## config.mk

```make
export PLATFORM = sky130hd
export DESIGN_NAME = dst
export DESIGN_NICKNAME = d
export VERILOG_FILES = /design/src/rtl/dst_pkg.sv /design/src/rtl/dst_axis.sv /design/src/rtl/dst.sv
export SDC_FILE = /design/constraint.sdc
export NUM_CORES = 1
export LEC_CHECK = 0
export CORE_MARGIN = 2
export CORE_UTILIZATION = 48
export CTS_CLUSTER_DIAMETER = 100
export DETAILED_ROUTE_END_ITERATION = 16
export PLACE_DENSITY = 0.8
export SLEW_MARGIN = 20
export SYNTH_ARGS = -nofsm -noshare
export SYNTH_HDL_FRONTEND = slang
export SYNTH_SLANG_ARGS = --single-unit
```

## constraint.sdc

```tcl
create_clock -name pclk -period 5.9 [get_ports pclk]
set_input_delay 1.18 -clock pclk [delete_from_list [all_inputs] [get_ports pclk]]
set_output_delay 1.18 -clock pclk [all_outputs]
set_load 0.05 [all_outputs]
```

## src/rtl/dst_pkg.sv

```systemverilog
// Shared display-timing constants (800x600 @ 72 Hz, 50 MHz pixel clock) and
// helpers used by the sync generator and the downstream display stages.
package dst_pkg;

    localparam int H_VIS_DEF     = 800;
    localparam int H_FP_DEF      = 56;
    localparam int H_SW_DEF      = 120;
    localparam int H_BP_DEF      = 64;
    localparam int V_VIS_DEF     = 600;
    localparam int V_FP_DEF      = 37;
    localparam int V_SW_DEF      = 6;
    localparam int V_BP_DEF      = 23;
    localparam bit SYNC_POL_DEF  = 1'b1;
    localparam int BLINK_BIT_DEF = 5;

    localparam int HTOT_DEF = H_VIS_DEF + H_FP_DEF + H_SW_DEF + H_BP_DEF;
    localparam int VTOT_DEF = V_VIS_DEF + V_FP_DEF + V_SW_DEF + V_BP_DEF;

    localparam int HCNT_W = 11;
    localparam int VCNT_W = 10;
    localparam int FCNT_W = 8;

    function automatic int axis_total(input int vis, input int fp, input int sw, input int bp);
        return vis + fp + sw + bp;
    endfunction

endpackage

```

## src/rtl/dst_axis.sv

```systemverilog
// One timing axis: wrapping position counter with terminal count, plus
// registered visible-region and sync-region decodes taken from the next count.
module dst_axis
    import dst_pkg::*;
#(
    parameter int VIS     = H_VIS_DEF,
    parameter int FP      = H_FP_DEF,
    parameter int SW      = H_SW_DEF,
    parameter int BP      = H_BP_DEF,
    parameter int W       = HCNT_W,
    parameter bit ACT_LVL = SYNC_POL_DEF
)(
    input  logic         i_clk,
    input  logic         i_rstn,
    input  logic         i_en,
    output logic [W-1:0] o_cnt,
    output logic [W-1:0] o_cnt_next,
    output logic         o_tc,
    output logic         o_vis,
    output logic         o_sync
);

    localparam int TOT = axis_total(VIS, FP, SW, BP);

    localparam logic [W-1:0] L_LAST     = W'(TOT - 1);
    localparam logic [W-1:0] L_VIS      = W'(VIS);
    localparam logic [W-1:0] L_SYNC_BEG = W'(VIS + FP);
    localparam logic [W-1:0] L_SYNC_END = W'(VIS + FP + SW);

    logic [W-1:0] r_cnt;
    logic         r_vis;
    logic         r_sync;
    logic [W-1:0] w_next;
    logic         w_tc;
    logic         w_vis_next;
    logic         w_sync_next;

    always_comb begin
        w_tc        = i_en && (r_cnt == L_LAST);
        w_next      = r_cnt;
        if (i_en) begin
            w_next = w_tc ? '0 : r_cnt + W'(1);
        end
        w_vis_next  = (w_next < L_VIS);
        w_sync_next = (w_next >= L_SYNC_BEG) && (w_next < L_SYNC_END);
    end

    // Reset parks the counter on its last position so the first enabled edge wraps to 0.
    always_ff @(posedge i_clk or negedge i_rstn) begin
        if (!i_rstn) begin
            r_cnt  <= L_LAST;
            r_vis  <= 1'b0;
            r_sync <= !ACT_LVL;
        end else begin
            r_cnt  <= w_next;
            r_vis  <= w_vis_next;
            r_sync <= w_sync_next ? ACT_LVL : !ACT_LVL;
        end
    end

    assign o_cnt      = r_cnt;
    assign o_cnt_next = w_next;
    assign o_tc       = w_tc;
    assign o_vis      = r_vis;
    assign o_sync     = r_sync;

endmodule

```

## src/rtl/dst.sv

```systemverilog
// Display sync/timing generator: horizontal and vertical axes, frame/line
// start strobes and a frame counter driving the cursor blink.
module dst
    import dst_pkg::*;
#(
    parameter int H_VIS     = H_VIS_DEF,
    parameter int H_FP      = H_FP_DEF,
    parameter int H_SW      = H_SW_DEF,
    parameter int H_BP      = H_BP_DEF,
    parameter int V_VIS     = V_VIS_DEF,
    parameter int V_FP      = V_FP_DEF,
    parameter int V_SW      = V_SW_DEF,
    parameter int V_BP      = V_BP_DEF,
    parameter bit SYNC_POL  = SYNC_POL_DEF,
    parameter int BLINK_BIT = BLINK_BIT_DEF
)(
    input  logic              pclk,
    input  logic              rstn,
    output logic              hs,
    output logic              vs,
    output logic              hen,
    output logic              ven,
    output logic [HCNT_W-1:0] hcnt,
    output logic [VCNT_W-1:0] vcnt,
    output logic              frame_start,
    output logic              line_start,
    output logic              blink
);

    localparam logic [VCNT_W-1:0] L_V_VIS = VCNT_W'(V_VIS);

    logic [HCNT_W-1:0] w_h_next;
    logic [VCNT_W-1:0] w_v_next;
    logic              w_h_tc;
    logic              w_v_tc;
    logic              w_frame_next;
    logic              w_line_next;
    logic [FCNT_W-1:0] w_fcnt_next;

    logic [FCNT_W-1:0] r_fcnt;
    logic              r_frame_start;
    logic              r_line_start;
    logic              r_blink;

    dst_axis #(
        .VIS     (H_VIS),
        .FP      (H_FP),
        .SW      (H_SW),
        .BP      (H_BP),
        .W       (HCNT_W),
        .ACT_LVL (SYNC_POL)
    ) u_h_axis (
        .i_clk      (pclk),
        .i_rstn     (rstn),
        .i_en       (1'b1),
        .o_cnt      (hcnt),
        .o_cnt_next (w_h_next),
        .o_tc       (w_h_tc),
        .o_vis      (hen),
        .o_sync     (hs)
    );

    // The vertical axis only moves on the horizontal wrap, so vs can only change when hcnt becomes 0.
    dst_axis #(
        .VIS     (V_VIS),
        .FP      (V_FP),
        .SW      (V_SW),
        .BP      (V_BP),
        .W       (VCNT_W),
        .ACT_LVL (SYNC_POL)
    ) u_v_axis (
        .i_clk      (pclk),
        .i_rstn     (rstn),
        .i_en       (w_h_tc),
        .o_cnt      (vcnt),
        .o_cnt_next (w_v_next),
        .o_tc       (w_v_tc),
        .o_vis      (ven),
        .o_sync     (vs)
    );

    always_comb begin
        w_frame_next = w_h_tc && w_v_tc;
        w_line_next  = (w_h_next == '0) && (w_v_next < L_V_VIS);
        w_fcnt_next  = r_fcnt + FCNT_W'(w_frame_next);
    end

    always_ff @(posedge pclk or negedge rstn) begin
        if (!rstn) begin
            r_fcnt        <= '0;
            r_frame_start <= 1'b0;
            r_line_start  <= 1'b0;
            r_blink       <= 1'b0;
        end else begin
            r_fcnt        <= w_fcnt_next;
            r_frame_start <= w_frame_next;
            r_line_start  <= w_line_next;
            r_blink       <= w_fcnt_next[BLINK_BIT];
        end
    end

    assign frame_start = r_frame_start;
    assign line_start  = r_line_start;
    assign blink       = r_blink;

endmodule

```

==> reports/qor.log, run 1 <==
qor: floorplanning.die-width 64.6 um
qor: worst_setup_path.r2r_slack 3090 ps
qor: drt.drc_errors 0
qor: sta.final.setup.tns 0 ps
qor: floorplanning.rows 22
qor: synth.synth_nets 179
qor: grt.grt_pass1_wl 6290 um
qor: final_layout.drive_gt1_share 13.1%
qor: sta.final-max-slew-violation-count 0
qor: worst_setup_path.worst_path_dominant_cell_family buffers and inverters
qor: sta.final_hold_slack 465 ps
qor: worst_setup_path.critical_path.max_stage_delay 830 ps
qor: run_status.status complete, no violations
qor: place.dp_hpwl 2700 um
qor: grt.grt_start_max_net_pins 34
qor: synth.synth_cells 171
qor: floorplanning.fp.dieArea 4170 um^2
qor: floorplanning.floorplan.io_pins 30
qor: grt.gr_ovfl_total 0
qor: worst_setup_path.critPathSlowestCell sky130_fd_sc_hd__clkdlybuf4s50_1
qor: hold_path.hold_end r_fcnt[5]$_DFF_PN0_
qor: synth.post_synth_num_cell_types 45
qor: drt.ant_nets 0
qor: final_layout.finalInstanceArea 2190 um^2
qor: place.number_of_cells_in_the_design_after_placement 246
qor: sta.final_period_minus_worst_setup_slack 2920 ps
qor: cts.cts_hold_buffers_added 0
qor: synth.synthArstFlopShare 100%
qor: synth.ys_top_cells_by_area sky130_fd_sc_hd__dfrtp_1, sky130_fd_sc_hd__dfstp_2, sky130_fd_sc_hd__xnor2_1
qor: worst_setup_path.worstPathBufferInverterCount 1
qor: synth.edff_count_synth 0
qor: cts.htree_num_levels 2
qor: cts.post-cts-setup-buffer-count 0
qor: synth.synth.area.mux_share 1.21%
qor: grt.grt_pass1_vias 1379
qor: drt.avgViaCountPerCell 5.56
qor: worst_setup_path.worstPathCellList clkdlybuf4s50_1
qor: synth.synth_compound_area_share 14.3%
qor: power_and_ir_drop.cellLeakagePower 0.934 nW
qor: synth.xor_and_xnor_area_share_after_synthesis 7.46%
qor: synth.synth_top_area_share 32.7%
qor: drt.vias 1411
qor: worst_setup_path.required 4720 ps
qor: worst_setup_path.worst_r2r_path_depth 7
qor: place.portBuffers 29
qor: cts.clock_tree_from_tritoncts built
qor: worst_setup_path.crit_fanout 9
qor: worst_setup_path.worstReg2RegEnd line_start$_DFF_PN0_
qor: cts.post_cts.resized_instances 0
qor: sta.final_hold_viol_count 0
qor: worst_setup_path.arrival 1740 ps
qor: power_and_ir_drop.powerDensity 180 nW/um^2
qor: hold_path.timing.hold.worst_path_depth 1
qor: drt.first_iter_violations 49
qor: hold_path.hold_wc_path_type reg -> reg
qor: cts.ctsRootBufferMaster sky130_fd_sc_hd__clkbuf_8
qor: grt.grt_antenna_before_repair 0
qor: worst_setup_path.critical_path.startpoint u_v_axis.o_cnt[7]$_DFF_PN1_
qor: synth.synthDominantAreaCellType sky130_fd_sc_hd__dfrtp_1
qor: synth.flip_flop_and_latch_count_after_synthesis 33
qor: synth.ys.warnings.count 0
qor: sta.setup-violations-final 0
qor: drt.routed_wire_length_per_instance 14.5 um
qor: cts.clockBufferDepth 2
qor: synth.synth-adder-area-share 4.26%
qor: power_and_ir_drop.total_power 0.000395 W
qor: synth.syn_avg_cell_area 10.3 um^2
qor: floorplanning.die_h 64.6 um
qor: synth.yosysSeqAreaShare 47.6%
qor: place.place.gp.congestion 0.911
qor: drt.firstDrtPassIters 6
qor: worst_setup_path.criticalPathCategory reg -> out
qor: final_layout.num_antenna_cells 0
qor: synth.synth-simple-area-share 22.5%
qor: sta.tightest_slew 576 ps
qor: sta.clock.fmax 342 MHz
qor: cts.clock_sink_count 33
qor: grt.global_route.usage.total 19.7%
qor: floorplanning.core_area 3610 um^2
qor: place.dpl_cell_area 2110 um^2
qor: sta.setup_repair_after_global_routing_missed_its_margin no
qor: final_layout.num-fill-cells 294
qor: cts.clock_latency 280 ps
qor: job.timing.max_cap.violations 0
qor: final_layout.ff_latch_area 838 um^2
qor: worst_setup_path.worst_r2r_startpoint u_h_axis.o_cnt[0]$_DFF_PN1_
qor: synth.synth_flop_cell sky130_fd_sc_hd__dfrtp_1
qor: power_and_ir_drop.power.ir.vdd_worst 0.000109 V
qor: cts.register_clock_pin_slew_on_the_reported_worst_setup_and_hold_paths 70 ps
qor: final_layout.final_nets 213
qor: synth.post_synthesis_cell_area 1760 um^2
qor: sta.fin_crit_sh 49.5%
qor: worst_setup_path.start_kind register
qor: floorplanning.floorplan.initialDensity 48.9%
qor: final_layout.final_cells 254
qor: sta.timing.slew.headroom 61.1%
qor: drt.postRouteWirelength 3670 um
qor: final_layout.multi_input_area 877 um^2
qor: worst_setup_path.timing.critical_path.to_type output port
qor: sta.fin_worst_skew 3.01 ps
qor: final_layout.area_growth_syn_to_layout 24.5%
qor: cts.cts_bufs_inserted 5
qor: synth.combinational_family_with_the_most_area_after_synthesis simple AND/OR/NAND/NOR gates
qor: hold_path.hp-start r_fcnt[5]$_DFF_PN0_
cells in the mapped netlist, types with 2 or more instances:
cell / n
sky130_fd_sc_hd__nand2_1: 12
sky130_fd_sc_hd__nor4_1: 2
sky130_fd_sc_hd__nand4_1: 3
sky130_fd_sc_hd__o41ai_1: 2
sky130_fd_sc_hd__or3_1: 2
sky130_fd_sc_hd__xor2_1: 6
sky130_fd_sc_hd__and3_1: 7
sky130_fd_sc_hd__o21ai_0: 3
sky130_fd_sc_hd__nor2_1: 11
sky130_fd_sc_hd__o31ai_1: 5
sky130_fd_sc_hd__inv_1: 9
sky130_fd_sc_hd__dfrtp_1: 23
sky130_fd_sc_hd__and2_1: 3
sky130_fd_sc_hd__nand2b_1: 2
sky130_fd_sc_hd__nor3_1: 6
sky130_fd_sc_hd__clkbuf_1: 2
sky130_fd_sc_hd__nand3_1: 12
sky130_fd_sc_hd__o21a_1: 2
sky130_fd_sc_hd__ha_1: 6
sky130_fd_sc_hd__a21oi_1: 7
sky130_fd_sc_hd__nand4bb_1: 2
sky130_fd_sc_hd__a31oi_1: 3
sky130_fd_sc_hd__dfstp_2: 10
sky130_fd_sc_hd__xnor2_1: 9
sky130_fd_sc_hd__or4_1: 2
registers in the layout (all words and copies together), names as in the netlist:
| name | count |
|---|---|
| line_start | 1 |
| u_v_axis.o_cnt | 10 |
| u_h_axis.o_cnt | 11 |
| u_h_axis.o_sync | 1 |
| r_fcnt | 6 |
| u_h_axis.o_vis | 1 |
| u_v_axis.o_vis | 1 |
| frame_start | 1 |
| u_v_axis.o_sync | 1 |
routing by layer:
metal | GRT usage (%) | part of all wire (%)
met2 | 31.3 | 46
met5 | 0 | 0
met4 | 7.98 | 0.74
met3 | 3.99 | 4.5
met1 | 26.4 | 49
power by group:
part           leakage [nW]    total, W  switching, W  internal [W]
clock network        0.0439    0.000163     0.0000820     0.0000813
registers             0.404    0.000227             0      0.000227
logic                 0.486  0.00000517    0.00000415    0.00000101
logic make-up (layout without fill, tap and decap cells):
kind of cell,count (synthesis),after routing
and+or+nand+nor,69,69
AOI/OAI and AO/OA,34,34
DFF,33,33
xor gates and xnor gates,15,15
buffers and inverters,12,47
adders and majority gates,6,6
muxes,2,2
placed cells by master (no fill, tap or decap), types with 5 or more instances in the layout:
cell type | netlist | layout
sky130_fd_sc_hd__clkdlybuf4s50_1 | 0 | 29
sky130_fd_sc_hd__o31ai_1 | 5 | 5
sky130_fd_sc_hd__xor2_1 | 6 | 6
sky130_fd_sc_hd__nand3_1 | 12 | 12
sky130_fd_sc_hd__nor2_1 | 11 | 11
sky130_fd_sc_hd__nand2_1 | 12 | 12
sky130_fd_sc_hd__inv_1 | 9 | 9
sky130_fd_sc_hd__a21oi_1 | 7 | 7
sky130_fd_sc_hd__ha_1 | 6 | 6
sky130_fd_sc_hd__dfrtp_1 | 23 | 23
sky130_fd_sc_hd__nor3_1 | 6 | 6
sky130_fd_sc_hd__xnor2_1 | 9 | 9
sky130_fd_sc_hd__and3_1 | 7 | 7
sky130_fd_sc_hd__clkbuf_8 | 0 | 5
sky130_fd_sc_hd__dfstp_2 | 10 | 10
stage by stage:
stage / worst slack (ps) / utilization, %
after global routing: 2830 / 60.8
after CTS: 2980 / 60.8
final: 2980 / 60.8
after global placement: 3180 / 58.4
after floorplan: 3260 / -
after detailed placement: 3100 / 58.4
area by class of cell:
| class | instances | area share, % |
|---|---|---|
| Clock buffer | 5 | 3.14 |
| Clock inverter | 3 | 0.799 |
| Inverter | 9 | 1.54 |
| Multi-Input combinational cell | 126 | 40.0 |
| Sequential cell | 33 | 38.2 |
| Tap cell | 48 | 2.74 |
| Timing Repair Buffer | 30 | 13.6 |
worst max-delay path by stage:
stage                                 endpoint  slack [ps]  cells past startpoint
after floorplan           line_start$_DFF_PN0_        3260                      8
after global placement    line_start$_DFF_PN0_        3180                      6
after detailed placement  line_start$_DFF_PN0_        3100                      7
after CTS                              vcnt[7]        2980                      1
after global routing      line_start$_DFF_PN0_        2830                      7
final                                  vcnt[7]        2980                      1
No activity file was read; power rests on OpenSTA's default activity.
==> run 2: changes to the inputs <==
==> constraint.sdc (replaced) <==
create_clock -name pclk -period 3 [get_ports pclk]
set_input_delay 0.6 -clock pclk [delete_from_list [all_inputs] [get_ports pclk]]
set_output_delay 0.6 -clock pclk [all_outputs]
set_load 0.05 [all_outputs]
==> run 2 against run 1 <==
Non-clock buffer count is 3 higher. Register-to-register slack worse by 2700 ps. Sequential cell count is the same. Global-route usage up 1.1 points. Die area did not move. Sequential power grew 96%. Critical path type is now reg -> reg. Largest cell class unchanged.
==> reports/qor.log, run 2 (same netlist as run 1, synthesis figures left out) <==
qor: run_status.status complete, no violations
qor: cts.clock_tree_from_tritoncts built
qor: final_layout.num_antenna_cells 0
qor: sta.tightest_slew 581 ps
qor: cts.clock_sink_count 33
qor: sta.setup_repair_after_global_routing_missed_its_margin no
qor: job.timing.max_cap.violations 0
qor: worst_setup_path.arrival 2810 ps
qor: sta.setup-violations-final 0
qor: power_and_ir_drop.powerDensity 391 nW/um^2
qor: worst_setup_path.crit_fanout 9
qor: floorplanning.floorplan.initialDensity 48.9%
qor: drt.first_iter_violations 111
qor: hold_path.hold_wc_path_type reg -> reg
qor: floorplanning.core_area 3610 um^2
qor: drt.drc_errors 0
qor: grt.grt_pass1_wl 6580 um
qor: worst_setup_path.start_kind register
qor: grt.grt_pass1_vias 1383
qor: drt.vias 1450
qor: cts.post_cts.resized_instances 0
qor: floorplanning.rows 22
qor: floorplanning.die_h 64.6 um
qor: drt.avgViaCountPerCell 5.64
qor: sta.fin_crit_sh 88.1%
qor: cts.htree_num_levels 2
qor: final_layout.largest_register_ffs 11
qor: cts.register_clock_pin_slew_on_the_reported_worst_setup_and_hold_paths 60 ps
qor: drt.firstDrtPassIters 4
qor: drt.postRouteWirelength 3800 um
qor: drt.ant_nets 0
qor: final_layout.layout_commonest_cell sky130_fd_sc_hd__clkdlybuf4s50_1
qor: grt.global_route.usage.total 20.8%
qor: grt.grt_start_max_net_pins 34
qor: cts.ctsRootBufferMaster sky130_fd_sc_hd__clkbuf_8
qor: final_layout.num-fill-cells 279
qor: sta.final_period_minus_worst_setup_slack 2640 ps
qor: cts.clockBufferDepth 2
qor: cts.cts_bufs_inserted 5
qor: sta.final_hold_viol_count 0
qor: final_layout.final_nets 216
qor: sta.fin_worst_skew 4.28 ps
qor: power_and_ir_drop.cellLeakagePower 0.964 nW
qor: sta.final-max-slew-violation-count 0
qor: final_layout.layout.cells.most_common_list sky130_fd_sc_hd__clkdlybuf4s50_1, sky130_fd_sc_hd__dfrtp_1, sky130_fd_sc_hd__nand3_1, sky130_fd_sc_hd__nand2_1, sky130_fd_sc_hd__nor2_1
qor: grt.gr_ovfl_total 0
qor: cts.post-cts-setup-buffer-count 0
qor: grt.grt_antenna_before_repair 0
qor: floorplanning.floorplan.io_pins 30
qor: worst_setup_path.required 3170 ps
qor: drt.routed_wire_length_per_instance 14.8 um
qor: floorplanning.fp.dieArea 4170 um^2
qor: final_layout.area_growth_syn_to_layout 27.5%
qor: power_and_ir_drop.power.ir.vdd_worst 0.000322 V
qor: sta.timing.slew.headroom 60.8%
qor: sta.final.setup.tns 0 ps
qor: floorplanning.die-width 64.6 um
qor: cts.cts_hold_buffers_added 0
qor: sta.clock.fmax 378 MHz
qor: cts.clock_latency 280 ps
qor: sta.final_hold_slack 469 ps
qor: worst_setup_path.criticalPathCategory reg -> reg
qor: place.portBuffers 29
qor: worst_setup_path.timing.critical_path.to_type register
qor: place.place.gp.congestion 0.871
qor: final_layout.drive_gt1_share 13.9%
qor: place.dp_hpwl 2790 um
run 2: cell count changes in the layout (fill, tap and decap cells not counted), sizes merged:
cell | previous run | this run
clkinv | 2 | 0
bufinv | 0 | 1
buf | 1 | 4
clkinvlp | 1 | 0
clkbuf | 5 | 7
run 2: area by class of cell:
type                            count  area [um^2]  area share (%)
Clock buffer                        7         86.3            3.84
Clock inverter                      1         30.0            1.34
Inverter                            9         33.8            1.50
Multi-Input combinational cell    126          877            39.1
Sequential cell                    33          838            37.3
Tap cell                           48         60.1            2.67
Timing Repair Buffer               33          320            14.3
run 2: routing by layer:
| metal | track usage, % | wire length (um) |
|---|---|---|
| met1 | 28.7 | 1720 |
| met2 | 31.1 | 1760 |
| met3 | 5.21 | 256 |
| met4 | 9.04 | 61 |
| met5 | 0 | 0 |
run 2: critical path, stage by stage (launching register included):
cell and delay [ps]:
sky130_fd_sc_hd__dfstp_2 570, sky130_fd_sc_hd__ha_1 210, sky130_fd_sc_hd__nand3_1 270, sky130_fd_sc_hd__nor3_4 440, sky130_fd_sc_hd__a31o_2 260, sky130_fd_sc_hd__o211ai_1 100, sky130_fd_sc_hd__a211o_1 340, sky130_fd_sc_hd__a2111oi_2 350
run 2: report_power, final:
part / switching, W / internal [W] / leakage (nW) / total, W
Sequential: 0 / 0.000446 / 0.404 / 0.000446
Clock: 0.000153 / 0.000271 / 0.0585 / 0.000423
Combinational: 0.00000783 / 0.00000199 / 0.501 / 0.00000982
Total: 0.000161 / 0.000718 / 0.964 / 0.000879
run 2: path summary, 6_finish.rpt:
kind                                        startpoint                           to  slack, ps  cells past startpoint
setup reg to reg           u_h_axis.o_cnt[0]$_DFF_PN1_         line_start$_DFF_PN0_        360                      7
max in group asynchronous                         rstn  u_v_axis.o_cnt[9]$_DFF_PN1_       1960                      2
hold reg to reg                    r_fcnt[4]$_DFF_PN0_          r_fcnt[4]$_DFF_PN0_        470                      1
min in group asynchronous                         rstn  u_v_axis.o_cnt[1]$_DFF_PN0_        710                      2
hold / removal                     r_fcnt[4]$_DFF_PN0_          r_fcnt[4]$_DFF_PN0_        470                      1
setup / recovery           u_h_axis.o_cnt[0]$_DFF_PN1_         line_start$_DFF_PN0_        360                      7
run 2: through the flow:
stage / area (um^2) / util, % / worst slack (ps) / std cells / total power (W)
after floorplan: 1760 / - / 361 / 171 / 0.000454
after global placement: 2130 / 59.1 / 494 / 249 / 0.000464
after detailed placement: 2130 / 59.1 / 388 / 249 / 0.000464
after CTS: 2250 / 62.3 / 357 / 257 / 0.000891
after global routing: 2250 / 62.3 / 172 / 257 / 0.000921
final: 2250 / 62.3 / 357 / 257 / 0.000879
